==> src/rtl/alu_pkg.sv <==
// Shared types for the ALU flag unit: opcode and FSM state encodings, flag bundle.
package alu_pkg;

  localparam int unsigned OP_W = 3;

  typedef enum logic [OP_W-1:0] {
    OP_ADD = 3'b000,
    OP_SUB = 3'b001,
    OP_AND = 3'b010,
    OP_OR  = 3'b011,
    OP_XOR = 3'b100,
    OP_SHL = 3'b101,
    OP_SHR = 3'b110,
    OP_MUL = 3'b111
  } op_e;

  typedef enum logic [1:0] {
    S_IDLE = 2'b00,
    S_BUSY = 2'b01,
    S_DONE = 2'b10
  } state_e;

  typedef struct packed {
    logic c;
    logic z;
    logic n;
    logic v;
  } flags_t;

endpackage

==> src/rtl/alu_flag_unit_if.sv <==
// Request/response bus of the ALU flag unit; master drives operations, slave returns results.
interface alu_flag_unit_if #(
  parameter int unsigned WIDTH = 8
);
  logic             in_valid;
  logic             in_ready;
  logic [2:0]       op;
  logic [WIDTH-1:0] a;
  logic [WIDTH-1:0] b;
  logic [WIDTH-1:0] out;
  logic             out_valid;
  logic             out_ready;
  logic             c;
  logic             z;
  logic             n;
  logic             v;

  modport master (
    output in_valid, op, a, b, out_ready,
    input  in_ready, out, out_valid, c, z, n, v
  );

  modport slave (
    input  in_valid, op, a, b, out_ready,
    output in_ready, out, out_valid, c, z, n, v
  );
endinterface

==> src/rtl/alu_mul_serial.sv <==
// Unsigned serial shift-add multiplier: one partial product per cycle, WIDTH cycles per start.
module alu_mul_serial #(
  parameter int unsigned WIDTH = 8
) (
  input  logic               clk,
  input  logic               rst,
  input  logic               start,
  input  logic [WIDTH-1:0]   a,
  input  logic [WIDTH-1:0]   b,
  output logic               done,
  output logic [2*WIDTH-1:0] product
);

  localparam int unsigned CW = $clog2(WIDTH + 1);

  logic [WIDTH-1:0] mcand;
  logic [CW-1:0]    cnt;
  logic [WIDTH:0]   sum_c;

  // Upper half accumulates the multiplicand when the multiplier LSB (product[0]) is set.
  always_comb begin
    sum_c = {1'b0, product[2*WIDTH-1:WIDTH]} + (product[0] ? {1'b0, mcand} : (WIDTH+1)'(0));
  end

  always_ff @(posedge clk) begin
    if (rst) begin
      mcand   <= '0;
      product <= '0;
      cnt     <= '0;
      done    <= 1'b0;
    end else if (start) begin
      mcand   <= a;
      product <= {WIDTH'(0), b};
      cnt     <= CW'(WIDTH);
      done    <= 1'b0;
    end else if (cnt != '0) begin
      product <= {sum_c, product[WIDTH-1:1]};
      cnt     <= cnt - CW'(1);
      done    <= (cnt == CW'(1));
    end
  end

endmodule

==> src/rtl/d_register.sv <==
// Generic enabled D register with synchronous active-high reset.
module D_Register #(
  parameter int unsigned W = 1
) (
  input  logic         clk,
  input  logic         rst,
  input  logic         en,
  input  logic [W-1:0] d,
  output logic [W-1:0] q
);

  always_ff @(posedge clk) begin
    if (rst) begin
      q <= '0;
    end else if (en) begin
      q <= d;
    end
  end

endmodule

==> src/rtl/alu_flag_unit.sv <==
// ALU with registered result and C/Z/N/V flags behind a valid/ready handshake.
// Define ALU_FLAG_UNIT_MUL_EN to build the serial multiplier for op MUL; otherwise MUL returns 0 in one cycle.
module alu_flag_unit
  import alu_pkg::*;
#(
  parameter int unsigned WIDTH = 8
) (
  input  logic           clk,
  input  logic           rst,
  alu_flag_unit_if.slave bus
);

  state_e           state;
  state_e           state_next;
  op_e              op_c;
  logic             accept_c;
  logic             load_c;
  logic [WIDTH-1:0] result_c;
  flags_t           flags_c;
  logic [WIDTH:0]   sum_c;

  assign op_c     = op_e'(bus.op);
  assign accept_c = bus.in_valid && bus.in_ready;

`ifdef ALU_FLAG_UNIT_MUL_EN
  logic               mul_start_c;
  logic               mul_done;
  logic [2*WIDTH-1:0] product;

  assign mul_start_c = accept_c && (op_c == OP_MUL);

  alu_mul_serial #(.WIDTH(WIDTH)) u_mul (
    .clk     (clk),
    .rst     (rst),
    .start   (mul_start_c),
    .a       (bus.a),
    .b       (bus.b),
    .done    (mul_done),
    .product (product)
  );
`endif

  // State register; handshake outputs are registered decodes of the next state.
  always_ff @(posedge clk) begin
    if (rst) begin
      state         <= S_IDLE;
      bus.in_ready  <= 1'b1;
      bus.out_valid <= 1'b0;
    end else begin
      state         <= state_next;
      bus.in_ready  <= (state_next == S_IDLE);
      bus.out_valid <= (state_next == S_DONE);
    end
  end

  // Next-state logic.
  always_comb begin
    state_next = state;
    case (state)
      S_IDLE: begin
        if (accept_c) begin
`ifdef ALU_FLAG_UNIT_MUL_EN
          state_next = (op_c == OP_MUL) ? S_BUSY : S_DONE;
`else
          state_next = S_DONE;
`endif
        end
      end
      S_BUSY: begin
`ifdef ALU_FLAG_UNIT_MUL_EN
        if (mul_done) begin
          state_next = S_DONE;
        end
`else
        state_next = S_IDLE;
`endif
      end
      S_DONE: begin
        if (bus.out_ready) begin
          state_next = S_IDLE;
        end
      end
      default: state_next = S_IDLE;
    endcase
  end

  // Output logic: result and flags to be captured on entry to DONE.
  always_comb begin
    load_c   = (state_next == S_DONE) && (state != S_DONE);
    result_c = '0;
    flags_c  = '0;
    sum_c    = '0;
    if (state == S_IDLE) begin
      case (op_c)
        OP_ADD: begin
          sum_c     = {1'b0, bus.a} + {1'b0, bus.b};
          result_c  = sum_c[WIDTH-1:0];
          flags_c.c = sum_c[WIDTH];
          flags_c.v = (bus.a[WIDTH-1] == bus.b[WIDTH-1]) && (sum_c[WIDTH-1] != bus.a[WIDTH-1]);
        end
        OP_SUB: begin
          sum_c     = {1'b0, bus.a} + {1'b0, ~bus.b} + (WIDTH+1)'(1);
          result_c  = sum_c[WIDTH-1:0];
          flags_c.c = sum_c[WIDTH];
          flags_c.v = (bus.a[WIDTH-1] != bus.b[WIDTH-1]) && (sum_c[WIDTH-1] != bus.a[WIDTH-1]);
        end
        OP_AND: result_c = bus.a & bus.b;
        OP_OR:  result_c = bus.a | bus.b;
        OP_XOR: result_c = bus.a ^ bus.b;
        OP_SHL: begin
          result_c  = {bus.a[WIDTH-2:0], 1'b0};
          flags_c.c = bus.a[WIDTH-1];
        end
        OP_SHR: begin
          result_c  = {1'b0, bus.a[WIDTH-1:1]};
          flags_c.c = bus.a[0];
        end
        default: result_c = '0;
      endcase
    end
`ifdef ALU_FLAG_UNIT_MUL_EN
    else if (state == S_BUSY) begin
      result_c  = product[WIDTH-1:0];
      flags_c.c = |product[2*WIDTH-1:WIDTH];
      flags_c.v = |product[2*WIDTH-1:WIDTH];
    end
`endif
    flags_c.z = (result_c == '0);
    flags_c.n = result_c[WIDTH-1];
  end

  always_ff @(posedge clk) begin
    if (rst) begin
      bus.out <= '0;
    end else if (load_c) begin
      bus.out <= result_c;
    end
  end

  D_Register #(.W(1)) u_flag_c (.clk(clk), .rst(rst), .en(load_c), .d(flags_c.c), .q(bus.c));
  D_Register #(.W(1)) u_flag_z (.clk(clk), .rst(rst), .en(load_c), .d(flags_c.z), .q(bus.z));
  D_Register #(.W(1)) u_flag_n (.clk(clk), .rst(rst), .en(load_c), .d(flags_c.n), .q(bus.n));
  D_Register #(.W(1)) u_flag_v (.clk(clk), .rst(rst), .en(load_c), .d(flags_c.v), .q(bus.v));

endmodule

==> src/flat_wrapper.sv <==
// flat-port wrapper written by rule: the top's interface ports become plain ports
module alu_flag_unit_flat import alu_pkg::*;
#(
  parameter int unsigned WIDTH = 8
)
  (clk, rst, bus_in_valid, bus_op, bus_a, bus_b, bus_out_ready, bus_in_ready, bus_out, bus_out_valid, bus_c, bus_z, bus_n, bus_v);
  alu_flag_unit_if #(.WIDTH(WIDTH)) bus_i ();
  input  logic clk;
  input  logic rst;
  input wire logic [$bits(bus_i.in_valid)-1:0] bus_in_valid;
  input wire logic [$bits(bus_i.op)-1:0] bus_op;
  input wire logic [$bits(bus_i.a)-1:0] bus_a;
  input wire logic [$bits(bus_i.b)-1:0] bus_b;
  input wire logic [$bits(bus_i.out_ready)-1:0] bus_out_ready;
  output wire logic [$bits(bus_i.in_ready)-1:0] bus_in_ready;
  output wire logic [$bits(bus_i.out)-1:0] bus_out;
  output wire logic [$bits(bus_i.out_valid)-1:0] bus_out_valid;
  output wire logic [$bits(bus_i.c)-1:0] bus_c;
  output wire logic [$bits(bus_i.z)-1:0] bus_z;
  output wire logic [$bits(bus_i.n)-1:0] bus_n;
  output wire logic [$bits(bus_i.v)-1:0] bus_v;
  assign bus_i.in_valid = bus_in_valid;
  assign bus_i.op = bus_op;
  assign bus_i.a = bus_a;
  assign bus_i.b = bus_b;
  assign bus_i.out_ready = bus_out_ready;
  assign bus_in_ready = bus_i.in_ready;
  assign bus_out = bus_i.out;
  assign bus_out_valid = bus_i.out_valid;
  assign bus_c = bus_i.c;
  assign bus_z = bus_i.z;
  assign bus_n = bus_i.n;
  assign bus_v = bus_i.v;
  alu_flag_unit #(.WIDTH(WIDTH)) u_core (.clk(clk), .rst(rst), .bus(bus_i));
endmodule
==> config.mk <==
export PLATFORM = sky130hd
export DESIGN_NAME = alu_flag_unit_flat
export DESIGN_NICKNAME = d
export VERILOG_FILES = /design/src/rtl/alu_pkg.sv /design/src/rtl/alu_flag_unit_if.sv /design/src/rtl/alu_mul_serial.sv /design/src/rtl/d_register.sv /design/src/rtl/alu_flag_unit.sv /design/src/flat_wrapper.sv
export SDC_FILE = /design/constraint.sdc
export NUM_CORES = 1
export LEC_CHECK = 0
export BUFFER_PORTS_ARGS = -buffer_cell sky130_fd_sc_hd__buf_2
export CAP_MARGIN = 20
export CORE_UTILIZATION = 30
export DETAILED_ROUTE_END_ITERATION = 8
export SYNTH_ARGS = -nofsm -noshare
export SYNTH_HDL_FRONTEND = slang
export SYNTH_SLANG_ARGS = --single-unit
==> constraint.sdc <==
create_clock -name clk -period 3.1 [get_ports clk]
set_input_delay 0.31 -clock clk [delete_from_list [all_inputs] [get_ports clk]]
set_output_delay 0.31 -clock clk [all_outputs]
set_load 0.01 [all_outputs]
==> impl_metrics.toml <==
[cells_and_area]
postLayoutCellArea_um2 = 2190
antennaDiodeCount = 0
fin_nets = 334
drive_gt1_share_pct = 16.5
layout.cells.non_filler = 359
fill_cells = 638
syn2layout_area_growth_pct = 13.1
post-route-util_pct = 36.1

[power]
powerDensity_nw_per_um2 = 291
ir_worst_vdd_mv = 0.274
p_leak_nw = 0.996
power_mw = 0.638

[floorplanning]
core_um2 = 6060
start_util_pct = 31.9
die_h_um = 82.3
num_io_pins = 37
die_width_um = 82.3
std_cell_rows = 28
fp.dieArea_um2 = 6780

[timing]
worst_pin_slew_ns = 0.667
hold_ws_ns = 0.349
finalHoldViolations = 0
finalMaxSlewViolations = 0
post-route-period-util_pct = 78.9
fin_skew_ns = 0.00104
max_freq_mhz = 409
setup_violations = 0
tns_ns = 0
relSlewSlack_pct = 55.4
rsz0062_at_grt = "no"
worst_slack_ns = 0.654
finalWorstPathRequiredPeriod_ns = 2.45

[critical_path]
critPathKind = "input pin to register"
cp-start-kind = "input pin"
crit_path_frequent_cell = "a21o_1"
path_max_fanout = 4
arrival_ns = 2.60
cp-end-kind = "register"
worstPathRequired_ns = 3.25
slowest_delay_ns = 0.43
path_cells = "buf_2 > ha_1 > fa_1 > a211o_1 > a21o_1 > a21o_1 > a2111o_1 > o211a_2 > o41ai_2"
slowest_stage = "fa_1"

[hold_path]
worstHoldPathType = "input pin to register"

[synth]
ys_seq_area_share_pct = 15.5
synth-compound-area-share_pct = 30.3
ys.warnings.count = 0
ys.flop_type = "dfxtp_1"
synth_top_family_by_area = "compound AO/OA/AOI/OAI gates"
synth.net_count = 307
syn_area_um2 = 1940
ys_types = 59
synth-xor-area-share_pct = 2.26
synth_edf_count = 0
synthMuxAreaShare_pct = 4.78
synth-adder-area-share_pct = 17.6
yosys.area_share.simple_pct = 20.2
syn_inst = 258
ys_async_sr_fraction_pct = 0
avgSynthCellArea_um2 = 7.50
synth-seq-cells = 15

[placed_design]
dp_cells = 355
dpl_cell_area_um2 = 2140
post-dp-hpwl_um = 3960
pre_cts_slack_ns = 0.404
io_buffers = 36
place.gp.congestion = 0.919

[run_status]
outcome = "finished clean"

[clock_tree]
cts.clk_slew.worst_paths_ns = 0.06
cts_sinks = 15
post_cts_buffers = 0
cts_hold_buf = 0
ctsResizeCount = 0
root_buffer = "clkbuf_8"
cts_buffers = 3
clockBufferDepth = 2
insertion_delay_ns = 0.24
ctsHtreeMaxLevel = 1
cts_tree = "built"

[grt]
antenna_found_initial = 0
grt_first_pass_wirelength_um = 8150
grtUsageTotal_pct = 15.2
grt_pass1_vias = 1760
gr-total-overflow = 0
grt_max_degree = 28

[route]
dr.pass1.iters = 4
wire_per_inst_um = 13.9
final_antenna_net_count = 0
drc = 0
vias_per_cell = 5.37
drt_iter0_markers = 99
drt-total-wl_um = 5000
vias = 1929

[flow_run]
cap_violations = 0
==> critical path, delay by kind of cell <==
family	cells	cell delay, ns
adder cells (fa/ha/maj)	2	0.67
buffers and inverters	1	0.11
AO/OA/AOI/OAI	6	1.51
==> power breakdown <==
| part | leakage (nW) | switching (mW) | total, mW | internal [mW] |
|---|---|---|---|---|
| Combinational | 0.851 | 0.163 | 0.277 | 0.114 |
| Sequential | 0.122 | 0.00378 | 0.205 | 0.201 |
| Clock | 0.0228 | 0.0644 | 0.155 | 0.0909 |
| Total | 0.996 | 0.231 | 0.638 | 0.406 |
==> registers in the layout, summed over array words and instances (netlist names) <==
register	cells
u_core.bus.out	7
u_core.state	2
u_core.bus.in_ready	1
u_core.bus.out_valid	1
u_core.u_flag_c.q	1
u_core.u_flag_n.q	1
u_core.u_flag_v.q	1
u_core.u_flag_z.q	1
==> worst paths after layout <==
check	from	cells after the start	slack, ns	end
max	bus_b[0]	9	0.65	u_core.u_flag_z.q$_SDFFE_PP0P_
min	bus_out_ready	3	0.35	u_core.bus.out_valid$_SDFF_PP0_
max reg2reg	u_core.state[1]$_SDFF_PP0_	6	1.58	u_core.u_flag_z.q$_SDFFE_PP0P_
min reg2reg	u_core.bus.out[6]$_SDFFE_PP0P_	2	0.46	u_core.bus.out[6]$_SDFFE_PP0P_
==> cells in the final DEF (no fill, tap or decap), types with 3 or more instances in the layout <==
cell type  Yosys  final
a211oi_1       5      5
a21oi_1       17     17
buf_2          7     36
clkbuf_8       0      3
dfxtp_1       15     15
ha_1          24     24
inv_1         25     25
mux2i_1        7      7
nand2_1       22     22
nand2b_1       5      5
nand3_1        5      5
nor2_1        22     22
nor2b_1        8      8
nor3_1         6      6
o211ai_1       6      6
o21a_1         6      6
o21ai_0        6      6
o21ai_1        3      3
o21bai_1       3      3
o221ai_1       3      3
o31ai_1        3      3
or3_1          3      3
xnor2_1        4      4
==> final cells by class <==
class | instances | area [um2] | area share, %
well taps | 75 | 93.8 | 4.29
inverters | 26 | 97.6 | 4.46
repair buffers | 38 | 195 | 8.91
clock buffers | 4 | 45.0 | 2.06
multi-input cells | 201 | 1460 | 66.6
flip-flops and latches | 15 | 300 | 13.7
==> cells in the mapped netlist, types with 2 or more instances <==
master / n / area (um2)
a31oi_1: 2 / 12.5
ha_1: 24 / 300
nand3_1: 5 / 25.0
inv_1: 25 / 93.8
o311ai_1: 2 / 17.5
a32oi_1: 2 / 17.5
o211ai_1: 6 / 45.0
o31ai_1: 3 / 22.5
or3_1: 3 / 18.8
a22o_1: 2 / 17.5
nand2_1: 22 / 82.6
a22oi_1: 2 / 15.0
nor2_1: 22 / 82.6
dfxtp_1: 15 / 300
o21a_1: 6 / 45.0
xnor2_1: 4 / 35.0
a211o_1: 2 / 17.5
o21bai_1: 3 / 22.5
nor3_1: 6 / 30.0
o21ai_1: 3 / 15.0
mux2i_1: 7 / 70.1
nand2b_1: 5 / 31.3
fa_1: 2 / 40.0
o221ai_1: 3 / 26.3
clkbuf_1: 7 / 26.3
a211oi_1: 5 / 37.5
nor2b_1: 8 / 50.1
a21o_1: 2 / 15.0
nand3b_1: 2 / 15.0
o2111ai_1: 2 / 17.5
buf_2: 7 / 35.0
a21oi_1: 17 / 85.1
o21ai_0: 6 / 30.0
==> logic make-up after synthesis <==
| family | after synthesis |
|---|---|
| AO/OA/AOI/OAI | 81 |
| adder cells (fa/ha/maj) | 26 |
| AND/OR/NAND/NOR | 80 |
| flip-flops | 15 |
| XOR/XNOR | 5 |
| other | 1 |
| multiplexers | 8 |
| buffers and inverters | 42 |
==> routing by layer <==
layer / global-route usage (%) / wire length [um] / vias up / share of wire, %
li1: - / - / 968 / -
met1: 19.9 / 2350 / 893 / 47
met2: 26.5 / 2290 / 61 / 46
met3: 0.659 / 296 / 7 / 5.9
met4: 5.09 / 60 / 0 / 1.2
met5: 0 / 0 / - / 0
Power figures use the tool's default switching activity.
